**src/rtl/serial_add_seq.sv**
```systemverilog
// Bit-serial adder sequencer: accepts an operand pair over valid/ready, adds it
// LSB-first through a single full-adder cell, and returns sum/carry over valid/ready.

module half_adder (
    input  logic a,
    input  logic b,
    output logic sum_c,
    output logic carry_c
);
    assign sum_c   = a ^ b;
    assign carry_c = a & b;
endmodule

module serial_add_seq #(
    parameter int unsigned WIDTH = 8
) (
    input  logic             clk,
    input  logic             rst,
    input  logic             in_valid,
    output logic             in_ready,
    input  logic [WIDTH-1:0] a_in,
    input  logic [WIDTH-1:0] b_in,
    input  logic             cin,
    output logic             out_valid,
    input  logic             out_ready,
    output logic [WIDTH-1:0] sum_out,
    output logic             cout,
    output logic             busy
);
    localparam int unsigned CNT_W = (WIDTH > 1) ? $clog2(WIDTH) : 1;
    localparam logic [CNT_W-1:0] CNT_LAST = CNT_W'(WIDTH - 1);

    typedef enum logic [1:0] {
        IDLE = 2'd0,
        RUN  = 2'd1,
        DONE = 2'd2
    } state_t;

    state_t           state;
    state_t           state_nxt;
    logic [WIDTH-1:0] a_sh;
    logic [WIDTH-1:0] b_sh;
    logic [WIDTH-1:0] sum_sh;
    logic [WIDTH-1:0] sum_sh_nxt_c;
    logic             carry_reg;
    logic [CNT_W-1:0] cnt;

    logic accept_c;
    logic last_bit_c;
    logic ha0_sum_c;
    logic ha0_carry_c;
    logic cell_sum_c;
    logic ha1_carry_c;
    logic cell_carry_c;

    // Single full-adder cell shared by every bit position
    half_adder u_ha0 (
        .a       (a_sh[0]),
        .b       (b_sh[0]),
        .sum_c   (ha0_sum_c),
        .carry_c (ha0_carry_c)
    );

    half_adder u_ha1 (
        .a       (ha0_sum_c),
        .b       (carry_reg),
        .sum_c   (cell_sum_c),
        .carry_c (ha1_carry_c)
    );

    assign cell_carry_c = ha0_carry_c | ha1_carry_c;
    assign sum_sh_nxt_c = {cell_sum_c, sum_sh[WIDTH-1:1]};

    // State register
    always_ff @(posedge clk) begin
        if (rst) begin
            state <= IDLE;
        end else begin
            state <= state_nxt;
        end
    end

    // Next-state logic
    always_comb begin
        state_nxt  = state;
        accept_c   = 1'b0;
        last_bit_c = 1'b0;
        case (state)
            IDLE: begin
                accept_c = in_valid && in_ready;
                if (accept_c) begin
                    state_nxt = RUN;
                end
            end
            RUN: begin
                last_bit_c = (cnt == CNT_LAST);
                if (last_bit_c) begin
                    state_nxt = DONE;
                end
            end
            DONE: begin
                if (out_valid && out_ready) begin
                    state_nxt = IDLE;
                end
            end
            default: begin
                state_nxt = IDLE;
            end
        endcase
    end

    // Handshake/status flags follow the upcoming state so they are pure registers
    always_ff @(posedge clk) begin
        if (rst) begin
            in_ready  <= 1'b1;
            out_valid <= 1'b0;
            busy      <= 1'b0;
        end else begin
            in_ready  <= (state_nxt == IDLE);
            out_valid <= (state_nxt == DONE);
            busy      <= (state_nxt == RUN);
        end
    end

    // Operand shifting, carry chain through time, and result capture
    always_ff @(posedge clk) begin
        if (rst) begin
            a_sh      <= '0;
            b_sh      <= '0;
            sum_sh    <= '0;
            carry_reg <= 1'b0;
            cnt       <= '0;
            sum_out   <= '0;
            cout      <= 1'b0;
        end else if (accept_c) begin
            a_sh      <= a_in;
            b_sh      <= b_in;
            carry_reg <= cin;
            cnt       <= '0;
        end else if (state == RUN) begin
            a_sh      <= {1'b0, a_sh[WIDTH-1:1]};
            b_sh      <= {1'b0, b_sh[WIDTH-1:1]};
            sum_sh    <= sum_sh_nxt_c;
            carry_reg <= cell_carry_c;
            cnt       <= cnt + CNT_W'(1);
            if (last_bit_c) begin
                sum_out <= sum_sh_nxt_c;
                cout    <= cell_carry_c;
            end
        end
    end

endmodule

```
**config.mk**
```make
export PLATFORM = sky130hd
export DESIGN_NAME = serial_add_seq
export DESIGN_NICKNAME = d
export VERILOG_FILES = /design/src/rtl/serial_add_seq.sv
export SDC_FILE = /design/constraint.sdc
export NUM_CORES = 1
export LEC_CHECK = 0
export BUFFER_PORTS_ARGS = -buffer_cell sky130_fd_sc_hd__buf_4
export CORE_MARGIN = 1.5
export CORE_UTILIZATION = 48
export DETAILED_ROUTE_END_ITERATION = 6
export GPL_ROUTABILITY_DRIVEN = 0
export PLACE_DENSITY = 0.79
export SYNTH_ARGS = -nofsm -noshare
export SYNTH_HDL_FRONTEND = slang
export SYNTH_SLANG_ARGS = --single-unit
```
**constraint.sdc**
```tcl
create_clock -name clk -period 1.35 [get_ports clk]
set_input_delay 0 -clock clk [delete_from_list [all_inputs] [get_ports clk]]
set_output_delay 0 -clock clk [all_outputs]
set_load 0.01 [all_outputs]
```
==> impl_metrics.prom, run 1 <==
# TYPE chip_impl_metric gauge
chip_impl_info{name="status",value="finished, final reports clean"} 1
chip_impl_metric{name="routedWlPerCell",unit="um"} 11.8
chip_impl_metric{name="power-per-cell-area",unit="nW/um^2"} 1130
chip_impl_metric{name="drv.max_cap_violation_count",unit=""} 0
chip_impl_metric{name="start_util",unit="%"} 49.7
chip_impl_metric{name="syn-num-nets",unit=""} 216
chip_impl_metric{name="final_max_slew_viol_count",unit=""} 0
chip_impl_metric{name="die-height",unit="um"} 61.5
chip_impl_metric{name="antenna_found_initial",unit=""} 0
chip_impl_metric{name="worstPathRequired",unit="ps"} 1580
chip_impl_metric{name="synth-seq-cells",unit=""} 41
chip_impl_metric{name="dr.pass1.iters",unit=""} 4
chip_impl_metric{name="clk_sink_count",unit=""} 41
chip_impl_metric{name="io_pins",unit=""} 33
chip_impl_metric{name="power_total",unit="mW"} 2.54
chip_impl_metric{name="synthCells",unit=""} 192
chip_impl_metric{name="finalSetupTns",unit="ps"} 0
chip_impl_metric{name="cts.htree.levels",unit=""} 2
chip_impl_metric{name="grt_use_total",unit="%"} 19.8
chip_impl_metric{name="reg2reg_setup_slack",unit="ps"} 50
chip_impl_metric{name="insertion_delay",unit="ps"} 350
chip_impl_metric{name="leakagePower",unit="nW"} 0.847
chip_impl_info{name="crit_path_cell_trace",value="ha_2, ha_4, nand2b_4, a211oi_4, a21oi_1"} 1
chip_impl_metric{name="final_layout_size_suffix_gt1_share",unit="%"} 23.5
chip_impl_metric{name="clock_path_buffers",unit=""} 2
chip_impl_info{name="cp-startpoint",value="cnt[0]$_SDFFE_PP0P_"} 1
chip_impl_metric{name="route.final.wire_length",unit="mm"} 3.41
chip_impl_metric{name="worst_ep_arrival_time",unit="ps"} 1530
chip_impl_metric{name="utilization",unit="%"} 67.6
chip_impl_metric{name="clock-skew-final",unit="ps"} 11.9
chip_impl_info{name="clk_root_buffer_cell",value="clkbuf_4"} 1
chip_impl_metric{name="cts_buffers",unit=""} 5
chip_impl_metric{name="area_growth",unit="%"} 36.1
chip_impl_metric{name="design.die.area",unit="um^2"} 3790
chip_impl_metric{name="timing.final.crit_period",unit="ps"} 1300
chip_impl_metric{name="initialDrtViolationCount",unit=""} 71
chip_impl_metric{name="drc_errors",unit=""} 0
chip_impl_info{name="worstSetupStartpointType",value="register"} 1
chip_impl_metric{name="grt_pass1_wl",unit="mm"} 5.45
chip_impl_info{name="critical-path-slowest-cell",value="dfxtp_2"} 1
chip_impl_metric{name="nNetsFinal",unit=""} 266
chip_impl_metric{name="ant_nets",unit=""} 0
chip_impl_metric{name="yosysUniqueCellTypes",unit=""} 27
chip_impl_metric{name="worst_ir_drop_vdd",unit="mV"} 0.698
chip_impl_metric{name="diodes",unit=""} 0
chip_impl_metric{name="tightestPinTransition",unit="ps"} 327
chip_impl_metric{name="numPortBuffers",unit=""} 32
chip_impl_metric{name="relSlewSlack",unit="%"} 78.2
chip_impl_metric{name="number_of_vias_after_detailed_routing",unit=""} 1495
chip_impl_info{name="top_regs",value="a_sh (8), b_sh (8), sum_out (8)"} 1
chip_impl_metric{name="number_of_global_route_vias_before_repair",unit=""} 1307
chip_impl_metric{name="synth_area",unit="um^2"} 1640
chip_impl_metric{name="fp.coreArea",unit="um^2"} 3310
chip_impl_metric{name="timing.critical_path.fanout_max",unit=""} 4
chip_impl_metric{name="core.rowCount",unit=""} 21
chip_impl_metric{name="synth-warning-count",unit=""} 0
chip_impl_info{name="hold_path.class",value="in2reg"} 1
chip_impl_metric{name="max_clock_freq",unit="MHz"} 770
chip_impl_metric{name="critPathMaxStageDelay",unit="ps"} 350
chip_impl_metric{name="grt_start_max_net_pins",unit=""} 28
chip_impl_metric{name="clk_pin_slew_worst_paths",unit="ps"} 120
chip_impl_info{name="tritoncts",value="done"} 1
chip_impl_metric{name="post-dp-hpwl",unit="mm"} 2.08
chip_impl_metric{name="avgSynthCellArea",unit="um^2"} 8.56
chip_impl_metric{name="grt_overflow_total",unit=""} 0
chip_impl_metric{name="layout_worst_path_cycle_share",unit="%"} 96.3
chip_impl_info{name="end_kind",value="register"} 1
chip_impl_metric{name="finalHoldViolCount",unit=""} 0
chip_impl_metric{name="die_x",unit="um"} 61.5
chip_impl_metric{name="synth_seq_area_share",unit="%"} 49.9
chip_impl_info{name="regToRegStartpoint",value="cnt[0]$_SDFFE_PP0P_"} 1
chip_impl_info{name="ws_path_type",value="reg2reg"} 1
chip_impl_metric{name="finalSetupViolCount",unit=""} 0
chip_impl_metric{name="post_drt_via_cell_ratio",unit=""} 5.17
chip_impl_info{name="worstHoldStart",value="rst"} 1
-- metal layers --
metal / share of wire, % / track usage (%) / wire [um]
met1: 41 / 21.1 / 1410
met2: 51 / 35.6 / 1750
met3: 5.4 / 6.72 / 184
met4: 1.8 / 7.60 / 63
met5: 0 / 0 / 0
-- synth_stat cells --
cell	count	area share, %
a211oi_1	2	0.91
a21oi_1	45	14
a22o_1	1	0.53
a22oi_1	3	1.4
a31oi_1	1	0.38
and2_1	2	0.76
and4bb_2	1	0.76
buf_2	5	1.5
buf_4	4	1.8
buf_6	3	2.1
clkbuf_1	3	0.68
clkbuf_2	1	0.30
dfxtp_1	41	50
fa_1	1	1.2
ha_1	2	1.5
inv_1	1	0.23
mux2i_1	2	1.2
nand2_1	38	8.7
nand2b_1	2	0.76
nand3_1	14	4.3
nand3b_1	2	0.91
nand4bb_1	1	0.68
nor2b_1	1	0.38
nor3_1	2	0.61
nor3_2	1	0.61
o21ai_0	12	3.7
xnor2_1	1	0.53
-- stage by stage --
stage	area (um^2)	std cells	setup WS [ps]	hold WS (ps)
after detailed placement	1920	262	-94.1	262
after global placement	1920	262	-15.2	252
after global routing	2240	289	-3.98	23.0
after CTS	2200	289	-38.8	13.2
after floorplan	1640	192	29.5	136
final	2240	289	50.5	20.0
-- power by group --
| group | internal [mW] | switching, mW | total (mW) |
|---|---|---|---|
| combinational | 0.197 | 0.191 | 0.389 |
| clock | 0.442 | 0.387 | 0.829 |
| sequential | 1.28 | 0.0424 | 1.32 |
| total | 1.92 | 0.621 | 2.54 |
-- final cells by class --
cell class	instances	area, um^2
repair buffers	59	517
multi-input cells	134	752
inverters	1	3.75
clock inverters	1	30.0
flip-flops and latches	41	823
clock buffers	7	55.1
fillers	280	1070
well taps	46	57.6
-- what timing repair did --
item / in CTS / in global routing
buffers inserted: 1 / 0
hold endpoints to repair: 18 / 0
hold buffers: 18 / 0
setup endpoints to repair: 11 / 17
pin swaps: 0 / 1
gates resized for setup: 1 / 9
-- layout by cell type, fill, tap and decap left out, types with 2 or more instances in the layout --
cell,count
buf_4,38
dfxtp_2,2
nor3_1,2
nand3b_1,2
dlygate4sd3_1,18
dfxtp_1,39
o21ai_0,11
nand2_1,38
clkbuf_4,5
a21oi_1,45
mux2i_1,2
nand3_1,14
a22oi_1,3
and2_1,2
buf_12,2
-- worst max-delay path, delay by kind of cell (launching register included) --
| kind | cells | cell delay, ps |
|---|---|---|
| adder cells (fa/ha/maj) | 2 | 370 |
| AND/OR/NAND/NOR | 1 | 150 |
| AO/OA/AOI/OAI | 2 | 320 |
| flip-flops | 1 | 350 |
-- cell families after synthesis --
group	synth area share (%)
buffers and inverters	6.62
XOR/XNOR	0.533
multiplexers	1.22
adder cells (fa/ha/maj)	2.74
AND/OR/NAND/NOR	18.4
AO/OA/AOI/OAI	20.5
flip-flops	49.9
-- worst paths after layout --
path	endpoint	cells after the start
setup / recovery	in_ready$_SDFF_PP1_	5
hold reg to reg	sum_out[1]$_SDFFE_PP0P_	2
hold / removal	b_sh[0]$_SDFFE_PP0P_	2
setup reg to reg	in_ready$_SDFF_PP1_	5
Power figures use the tool's default switching activity.
==> run 2: changes to the inputs <==
ABC_AREA = 1   (was not set)
CORE_UTILIZATION = 49   (was 48)
PLACE_DENSITY = 0.8   (was 0.79)
==> impl_metrics.prom, run 2 <==
# TYPE chip_impl_metric gauge
chip_impl_info{name="critical-path-slowest-cell",value="dfxtp_2"} 1
chip_impl_metric{name="layout_worst_path_cycle_share",unit="%"} 94.5
chip_impl_metric{name="max_clock_freq",unit="MHz"} 784
chip_impl_metric{name="io_pins",unit=""} 33
chip_impl_metric{name="avgSynthCellArea",unit="um^2"} 7.43
chip_impl_metric{name="power-per-cell-area",unit="nW/um^2"} 1060
chip_impl_metric{name="area_growth",unit="%"} 27.7
chip_impl_info{name="clk_root_buffer_cell",value="clkbuf_4"} 1
chip_impl_info{name="yosysMostFrequentCell",value="nand2_1"} 1
chip_impl_metric{name="grt_start_max_net_pins",unit=""} 25
chip_impl_metric{name="grt_use_total",unit="%"} 21.0
chip_impl_metric{name="synth_seq_area_share",unit="%"} 46.4
chip_impl_metric{name="synth-seq-cells",unit=""} 41
chip_impl_metric{name="synth_area",unit="um^2"} 1770
chip_impl_info{name="synthTopCellsByCount",value="nand2_1 (45), dfxtp_1 (41), nor2_1 (40), nand3_1 (30), a21oi_1 (21)"} 1
chip_impl_metric{name="yosys.area.top_type_share",unit="%"} 46.4
chip_impl_metric{name="number_of_global_route_vias_before_repair",unit=""} 1556
chip_impl_info{name="ws_path_type",value="reg2reg"} 1
chip_impl_metric{name="yosysUniqueCellTypes",unit=""} 19
chip_impl_metric{name="fp.coreArea",unit="um^2"} 3390
chip_impl_metric{name="worst_ep_arrival_time",unit="ps"} 1540
chip_impl_metric{name="finalSetupViolCount",unit=""} 0
chip_impl_metric{name="routedWlPerCell",unit="um"} 11.7
chip_impl_info{name="end_kind",value="register"} 1
chip_impl_metric{name="relSlewSlack",unit="%"} 70.9
chip_impl_metric{name="nNetsFinal",unit=""} 311
chip_impl_info{name="worstSetupStartpointType",value="register"} 1
chip_impl_metric{name="syn-num-nets",unit=""} 262
chip_impl_metric{name="die-height",unit="um"} 63.1
chip_impl_metric{name="route.final.wire_length",unit="mm"} 3.91
chip_impl_metric{name="worstPathRequired",unit="ps"} 1610
chip_impl_metric{name="number_of_flops_mapped_to_enable_cells_by_yosys",unit=""} 0
chip_impl_metric{name="dr.pass1.iters",unit=""} 4
chip_impl_metric{name="drv.max_cap_violation_count",unit=""} 0
chip_impl_metric{name="leakagePower",unit="nW"} 1.04
chip_impl_metric{name="cts.htree.levels",unit=""} 2
chip_impl_metric{name="clock-skew-final",unit="ps"} 7.14
chip_impl_metric{name="diodes",unit=""} 0
chip_impl_metric{name="place_worst_setup_slack",unit="ps"} -36.7
chip_impl_info{name="synth.top_cells.by_area",value="dfxtp_1 (46%), nand2_1 (9.5%), nand3_1 (8.5%), nor2_1 (8.5%), a21oi_1 (5.9%)"} 1
chip_impl_info{name="top_regs",value="a_sh (8), b_sh (8), sum_out (8)"} 1
chip_impl_metric{name="post-dp-hpwl",unit="mm"} 2.40
chip_impl_metric{name="antenna_found_initial",unit=""} 0
chip_impl_metric{name="synth-warning-count",unit=""} 0
chip_impl_metric{name="power.share.combinational",unit="%"} 18.7
chip_impl_info{name="layout.cells.most_common_list",value="nand2_1 (45), buf_4 (44), nor2_1 (40), dfxtp_1 (40), nand3_1 (30)"} 1
chip_impl_metric{name="grt_overflow_total",unit=""} 0
chip_impl_metric{name="design.die.area",unit="um^2"} 3980
chip_impl_metric{name="post_drt_via_cell_ratio",unit=""} 4.98
chip_impl_metric{name="power_total",unit="mW"} 2.39
chip_impl_info{name="most_common_cell_after_layout_fill_and_taps_aside",value="nand2_1"} 1
chip_impl_metric{name="ant_nets",unit=""} 0
chip_impl_metric{name="timing.critical_path.fanout_max",unit=""} 4
chip_impl_metric{name="net-switching-power",unit="uW"} 697
chip_impl_metric{name="clk_sink_count",unit=""} 41
chip_impl_metric{name="final_max_slew_viol_count",unit=""} 0
chip_impl_info{name="tritoncts",value="done"} 1
chip_impl_metric{name="die_x",unit="um"} 63.1
chip_impl_metric{name="clk_pin_slew_worst_paths",unit="ps"} 120
chip_impl_metric{name="numPortBuffers",unit=""} 32
chip_impl_metric{name="timing.final.crit_period",unit="ps"} 1280
chip_impl_info{name="crit_path_cell_trace",value="ha_1, ha_1, inv_2, nor2_4, buf_4, o21ai_0, nor2_1"} 1
chip_impl_metric{name="cts_buffers",unit=""} 5
chip_impl_metric{name="initialDrtViolationCount",unit=""} 77
chip_impl_metric{name="critPathMaxStageDelay",unit="ps"} 350
chip_impl_info{name="hold_path.class",value="in2reg"} 1
chip_impl_metric{name="finalSetupTns",unit="ps"} 0
chip_impl_metric{name="synth_async_sr_flop_share",unit="%"} 0
chip_impl_metric{name="core.rowCount",unit=""} 21
chip_impl_info{name="crit_top_cell",value="ha_1"} 1
chip_impl_metric{name="internal-power",unit="mW"} 1.70
chip_impl_metric{name="clock_power_share",unit="%"} 25.0
chip_impl_metric{name="number_of_vias_after_detailed_routing",unit=""} 1664
chip_impl_metric{name="final_layout_size_suffix_gt1_share",unit="%"} 21.2
chip_impl_metric{name="grt_pass1_wl",unit="mm"} 6.67
chip_impl_metric{name="seq_power_share",unit="%"} 56.3
chip_impl_info{name="status",value="finished, final reports clean"} 1
chip_impl_metric{name="utilization",unit="%"} 66.6
chip_impl_metric{name="tightestPinTransition",unit="ps"} 437
chip_impl_metric{name="finalHoldViolCount",unit=""} 0
chip_impl_info{name="synth_largest_area_cell",value="dfxtp_1"} 1
chip_impl_info{name="unrepaired_setup_endpoints_after_global_routing",value="no"} 1
chip_impl_metric{name="start_util",unit="%"} 52.2
chip_impl_metric{name="worst_ir_drop_vdd",unit="mV"} 0.574
chip_impl_metric{name="drc_errors",unit=""} 0
chip_impl_metric{name="post-route-worst-setup-slack",unit="ps"} 73.8
chip_impl_metric{name="clock_path_buffers",unit=""} 2
chip_impl_metric{name="insertion_delay",unit="ps"} 350
chip_impl_metric{name="synthCells",unit=""} 238
chip_impl_metric{name="fill_cells",unit=""} 300
chip_impl_metric{name="swShare",unit="%"} 29.1
chip_impl_info{name="dominantRegCellSynth",value="dfxtp_1"} 1
run 2: metrics by stage:
stage / cells / hold WS (ps) / area (um^2)
global placement: 311 / 270 / 2050
global route: 334 / 18.7 / 2260
CTS: 334 / 0.677 / 2250
finish: 334 / 5.23 / 2260
detailed placement: 311 / 278 / 2050
floorplan: 238 / 69.1 / 1770
run 2: power by group through the flow:
| stage | logic, mW | registers (mW) | clock network, mW |
|---|---|---|---|
| after global routing | 0.508 | 1.36 | 0.674 |
| after CTS | 0.444 | 1.35 | 0.615 |
| final | 0.447 | 1.35 | 0.597 |
| after global placement | 0.407 | 1.37 | 0 |
| after floorplan | 0.287 | 1.37 | 0 |
| after detailed placement | 0.414 | 1.37 | 0 |
run 2: path summary, 6_finish.rpt:
| path | slack (ps) | startpoint | cells after the start | end |
|---|---|---|---|---|
| worst max-delay path | 70 | cnt[0]$_SDFFE_PP0P_ | 7 | sum_out[1]$_SDFFE_PP0P_ |
| worst min register to register | 470 | cout$_SDFFE_PP0P_ | 2 | cout$_SDFFE_PP0P_ |
| worst min-delay path | 5 | cin | 5 | carry_reg$_SDFFE_PP0P_ |
| worst max register to register | 70 | cnt[0]$_SDFFE_PP0P_ | 7 | sum_out[1]$_SDFFE_PP0P_ |
run 2: critical path: cells and delay by family (launching register included):
kind	cells	cell delay, ps
AOI/OAI and AO/OA	1	140
buffers and inverters	2	220
DFF	1	350
adders and majority gates	2	380
and+or+nand+nor	2	100
run 2: cell families after synthesis:
family / count (synthesis) / share of synthesized area, %
XOR/XNOR: 1 / 0.495
buffers and inverters: 26 / 7.14
flip-flops: 41 / 46.4
adder cells (fa/ha/maj): 3 / 2.55
AO/OA/AOI/OAI: 37 / 10.5
AND/OR/NAND/NOR: 130 / 33.0
run 2: area by class of cell:
| type | instances | area, um^2 | share of cell area (%) |
|---|---|---|---|
| Multi-Input combinational cell | 171 | 826 | 36.6 |
| Sequential cell | 41 | 822 | 36.4 |
| Timing Repair Buffer | 56 | 450 | 19.9 |
| Tap cell | 46 | 57.6 | 2.55 |
| Inverter | 12 | 47.5 | 2.11 |
| Clock buffer | 5 | 37.5 | 1.66 |
| Clock inverter | 3 | 17.5 | 0.776 |
run 2: what timing repair did:
action | CTS | global route
buffers inserted | 3 | 0
hold buffers | 12 | 0
setup endpoints to repair | 10 | 10
gates resized for setup | 0 | 10
endpoints found under the hold margin | 22 | 0
pin swaps | 1 | 0
run 2: metal layers:
metal  wire length (um)  share of wire [%]  track usage, %
met1               1810                 46            26.1
met2               1890                 48            35.1
met3                160                4.1            4.11
met4                 53                1.4            9.72
met5                  0                  0               0
==> run 3: changes to the inputs <==
--- a/config.mk
+++ b/config.mk
@@ -9,8 +9,8 @@
 export BUFFER_PORTS_ARGS = -buffer_cell sky130_fd_sc_hd__buf_4
 export CORE_MARGIN = 1.5
-export CORE_UTILIZATION = 49
+export CORE_UTILIZATION = 30
 export DETAILED_ROUTE_END_ITERATION = 6
 export GPL_ROUTABILITY_DRIVEN = 0
-export PLACE_DENSITY = 0.8
+export PLACE_DENSITY = 0.55
 export SYNTH_ARGS = -nofsm -noshare
 export SYNTH_HDL_FRONTEND = slang
==> constraint.sdc (replaced) <==
create_clock -name clk -period 1.35 [get_ports clk]
set_input_delay 0.0675 -clock clk [delete_from_list [all_inputs] [get_ports clk]]
set_output_delay 0.0675 -clock clk [all_outputs]
set_load 0.01 [all_outputs]
==> impl_metrics.prom, run 3 (same netlist as run 2, synthesis figures left out) <==
# TYPE chip_impl_metric gauge
chip_impl_metric{name="routedWlPerCell",unit="um"} 11.6
chip_impl_metric{name="grt_pass1_wl",unit="mm"} 6.44
chip_impl_info{name="hold_path.class",value="in2reg"} 1
chip_impl_metric{name="nNetsFinal",unit=""} 303
chip_impl_metric{name="drv.max_cap_violation_count",unit=""} 0
chip_impl_metric{name="utilization",unit="%"} 42.0
chip_impl_metric{name="route.final.wire_length",unit="mm"} 4.08
chip_impl_metric{name="dr.pass1.iters",unit=""} 4
chip_impl_metric{name="io_pins",unit=""} 33
chip_impl_metric{name="start_util",unit="%"} 31.5
chip_impl_info{name="tritoncts",value="done"} 1
chip_impl_metric{name="worst_ep_arrival_time",unit="ps"} 1510
chip_impl_info{name="worstSetupStartpointType",value="register"} 1
chip_impl_metric{name="max_clock_freq",unit="MHz"} 757
chip_impl_metric{name="design.die.area",unit="um^2"} 6370
chip_impl_metric{name="relSlewSlack",unit="%"} 72.6
chip_impl_metric{name="timing.critical_path.fanout_max",unit=""} 7
chip_impl_metric{name="finalSetupViolCount",unit=""} 0
chip_impl_metric{name="clock-skew-final",unit="ps"} 9.26
chip_impl_metric{name="finalHoldViolCount",unit=""} 0
chip_impl_metric{name="grt_overflow_total",unit=""} 0
chip_impl_metric{name="power-per-cell-area",unit="nW/um^2"} 1260
chip_impl_metric{name="grt_use_total",unit="%"} 13.1
chip_impl_metric{name="tightestPinTransition",unit="ps"} 411
chip_impl_metric{name="number_of_vias_after_detailed_routing",unit=""} 1637
chip_impl_metric{name="reg2reg_setup_slack",unit="ps"} 30
chip_impl_metric{name="ant_nets",unit=""} 0
chip_impl_metric{name="cts_buffers",unit=""} 5
chip_impl_metric{name="die-height",unit="um"} 79.8
chip_impl_metric{name="numPortBuffers",unit=""} 32
chip_impl_metric{name="r2r_cells",unit=""} 8
chip_impl_metric{name="antenna_found_initial",unit=""} 0
chip_impl_metric{name="clk_sink_count",unit=""} 41
chip_impl_metric{name="drc_errors",unit=""} 0
chip_impl_metric{name="insertion_delay",unit="ps"} 290
chip_impl_metric{name="initialDrtViolationCount",unit=""} 95
chip_impl_metric{name="number_of_global_route_vias_before_repair",unit=""} 1379
chip_impl_info{name="worstHoldStart",value="b_in[7]"} 1
chip_impl_info{name="end_kind",value="register"} 1
chip_impl_info{name="status",value="finished, final reports clean"} 1
chip_impl_info{name="clk_root_buffer_cell",value="clkbuf_8"} 1
chip_impl_metric{name="post_drt_via_cell_ratio",unit=""} 4.65
chip_impl_info{name="layout.cells.most_common_list",value="nand2_1 (44), buf_4 (42), dfxtp_1 (38)"} 1
chip_impl_info{name="ws_path_type",value="reg2reg"} 1
chip_impl_metric{name="hold_path_depth",unit=""} 3
chip_impl_metric{name="leakagePower",unit="nW"} 1.04
chip_impl_metric{name="diodes",unit=""} 0
chip_impl_metric{name="worst_ir_drop_vdd",unit="mV"} 0.519
chip_impl_metric{name="finalNonFillerCells",unit=""} 352
chip_impl_metric{name="fp.coreArea",unit="um^2"} 5610
chip_impl_info{name="most_common_cell_after_layout_fill_and_taps_aside",value="nand2_1"} 1
chip_impl_metric{name="die_x",unit="um"} 79.8
chip_impl_metric{name="final_max_slew_viol_count",unit=""} 0
chip_impl_metric{name="grt_start_max_net_pins",unit=""} 28
chip_impl_metric{name="cts.htree.levels",unit=""} 2
chip_impl_metric{name="core.rowCount",unit=""} 27
chip_impl_metric{name="clock_path_buffers",unit=""} 2
chip_impl_metric{name="dp.cells",unit=""} 338
chip_impl_info{name="hold-path-endpoint",value="b_sh[7]$_SDFFE_PP0P_"} 1
chip_impl_metric{name="layout_worst_path_cycle_share",unit="%"} 97.9
chip_impl_metric{name="final_layout_size_suffix_gt1_share",unit="%"} 25.7
chip_impl_metric{name="timing.final.crit_period",unit="ps"} 1320
chip_impl_info{name="r2r_end",value="sum_out[1]$_SDFFE_PP0P_"} 1
chip_impl_metric{name="worstPathRequired",unit="ps"} 1540
chip_impl_metric{name="clk_pin_slew_worst_paths",unit="ps"} 80
chip_impl_info{name="regToRegStartpoint",value="cnt[0]$_SDFFE_PP0P_"} 1
chip_impl_info{name="top_regs",value="a_sh (8), b_sh (8), sum_out (8)"} 1
chip_impl_metric{name="area_growth",unit="%"} 33.1
chip_impl_metric{name="post-dp-hpwl",unit="mm"} 2.70
[run 3: worst max path at each step]
stage                        start                       to  slack, ps  depth (start not counted)
4_1_cts        cnt[0]$_SDFFE_PP0P_        cout$_SDFFE_PP0P_         10                          7
2_1_floorplan  cnt[0]$_SDFFE_PP0P_  sum_out[1]$_SDFFE_PP0P_         90                          8
3_5_place_dp   cnt[0]$_SDFFE_PP0P_        cout$_SDFFE_PP0P_         10                          7
3_3_place_gp   cnt[0]$_SDFFE_PP0P_  sum_out[2]$_SDFFE_PP0P_         80                          7
5_1_grt        cnt[0]$_SDFFE_PP0P_  sum_out[1]$_SDFFE_PP0P_        -30                          8
6_report       cnt[0]$_SDFFE_PP0P_  sum_out[1]$_SDFFE_PP0P_         30                          8
[run 3: area by class of cell]
cell class	count	area, um^2
flip-flops and latches	41	825
clock buffers	5	68.8
well taps	72	90.1
repair inverters	1	6.26
repair buffers	47	389
fillers	606	3250
clock inverters	3	68.8
multi-input cells	171	857
inverters	12	50.0
[run 3: what timing repair did]
| action | CTS | global route |
|---|---|---|
| gates resized for setup | 1 | 22 |
| hold buffers | 0 | 0 |
| endpoints found under the setup margin | 1 | 10 |
| buffers inserted | 0 | 5 |
| gates cloned | 0 | 1 |
| pin swaps | 1 | 4 |
[run 3: per-layer routing]
metal	vias to the layer above	GRT usage (%)	routed length (um)	share of wire [%]
li1	859	-	-	-
met1	750	17.6	2000	49
met2	24	19.7	1880	46
met3	4	3.77	135	3.3
met4	0	4.66	50	1.2
met5	-	0	0	0
[run 3: per-stage QoR]
step	hold WS, ps	area, um^2	TNS, ps	total power, mW	worst slack [ps]
after global placement	340	2110	0	1.80	81.0
after global routing	30.5	2350	-37.1	3.12	-31.0
after detailed placement	341	2110	0	1.80	9.79
after floorplan	137	1770	0	1.65	93.4
final	31.6	2350	0	2.97	28.3
after CTS	29.9	2250	0	3.00	10.8
[run 3: worst max-delay path: stages (launching register included)]
cell,delay [ps]
dfxtp_2,340
ha_4,160
ha_4,150
inv_2,60
nor2_4,40
buf_12,140
buf_6,110
o21ai_0,160
nor2_1,60
[run 3: power by group]
part | internal (mW) | switching, mW | leakage, nW | total, mW
combinational | 0.187 | 0.243 | 0.638 | 0.430
sequential | 1.30 | 0.0531 | 0.337 | 1.35
clock | 0.744 | 0.447 | 0.0687 | 1.19
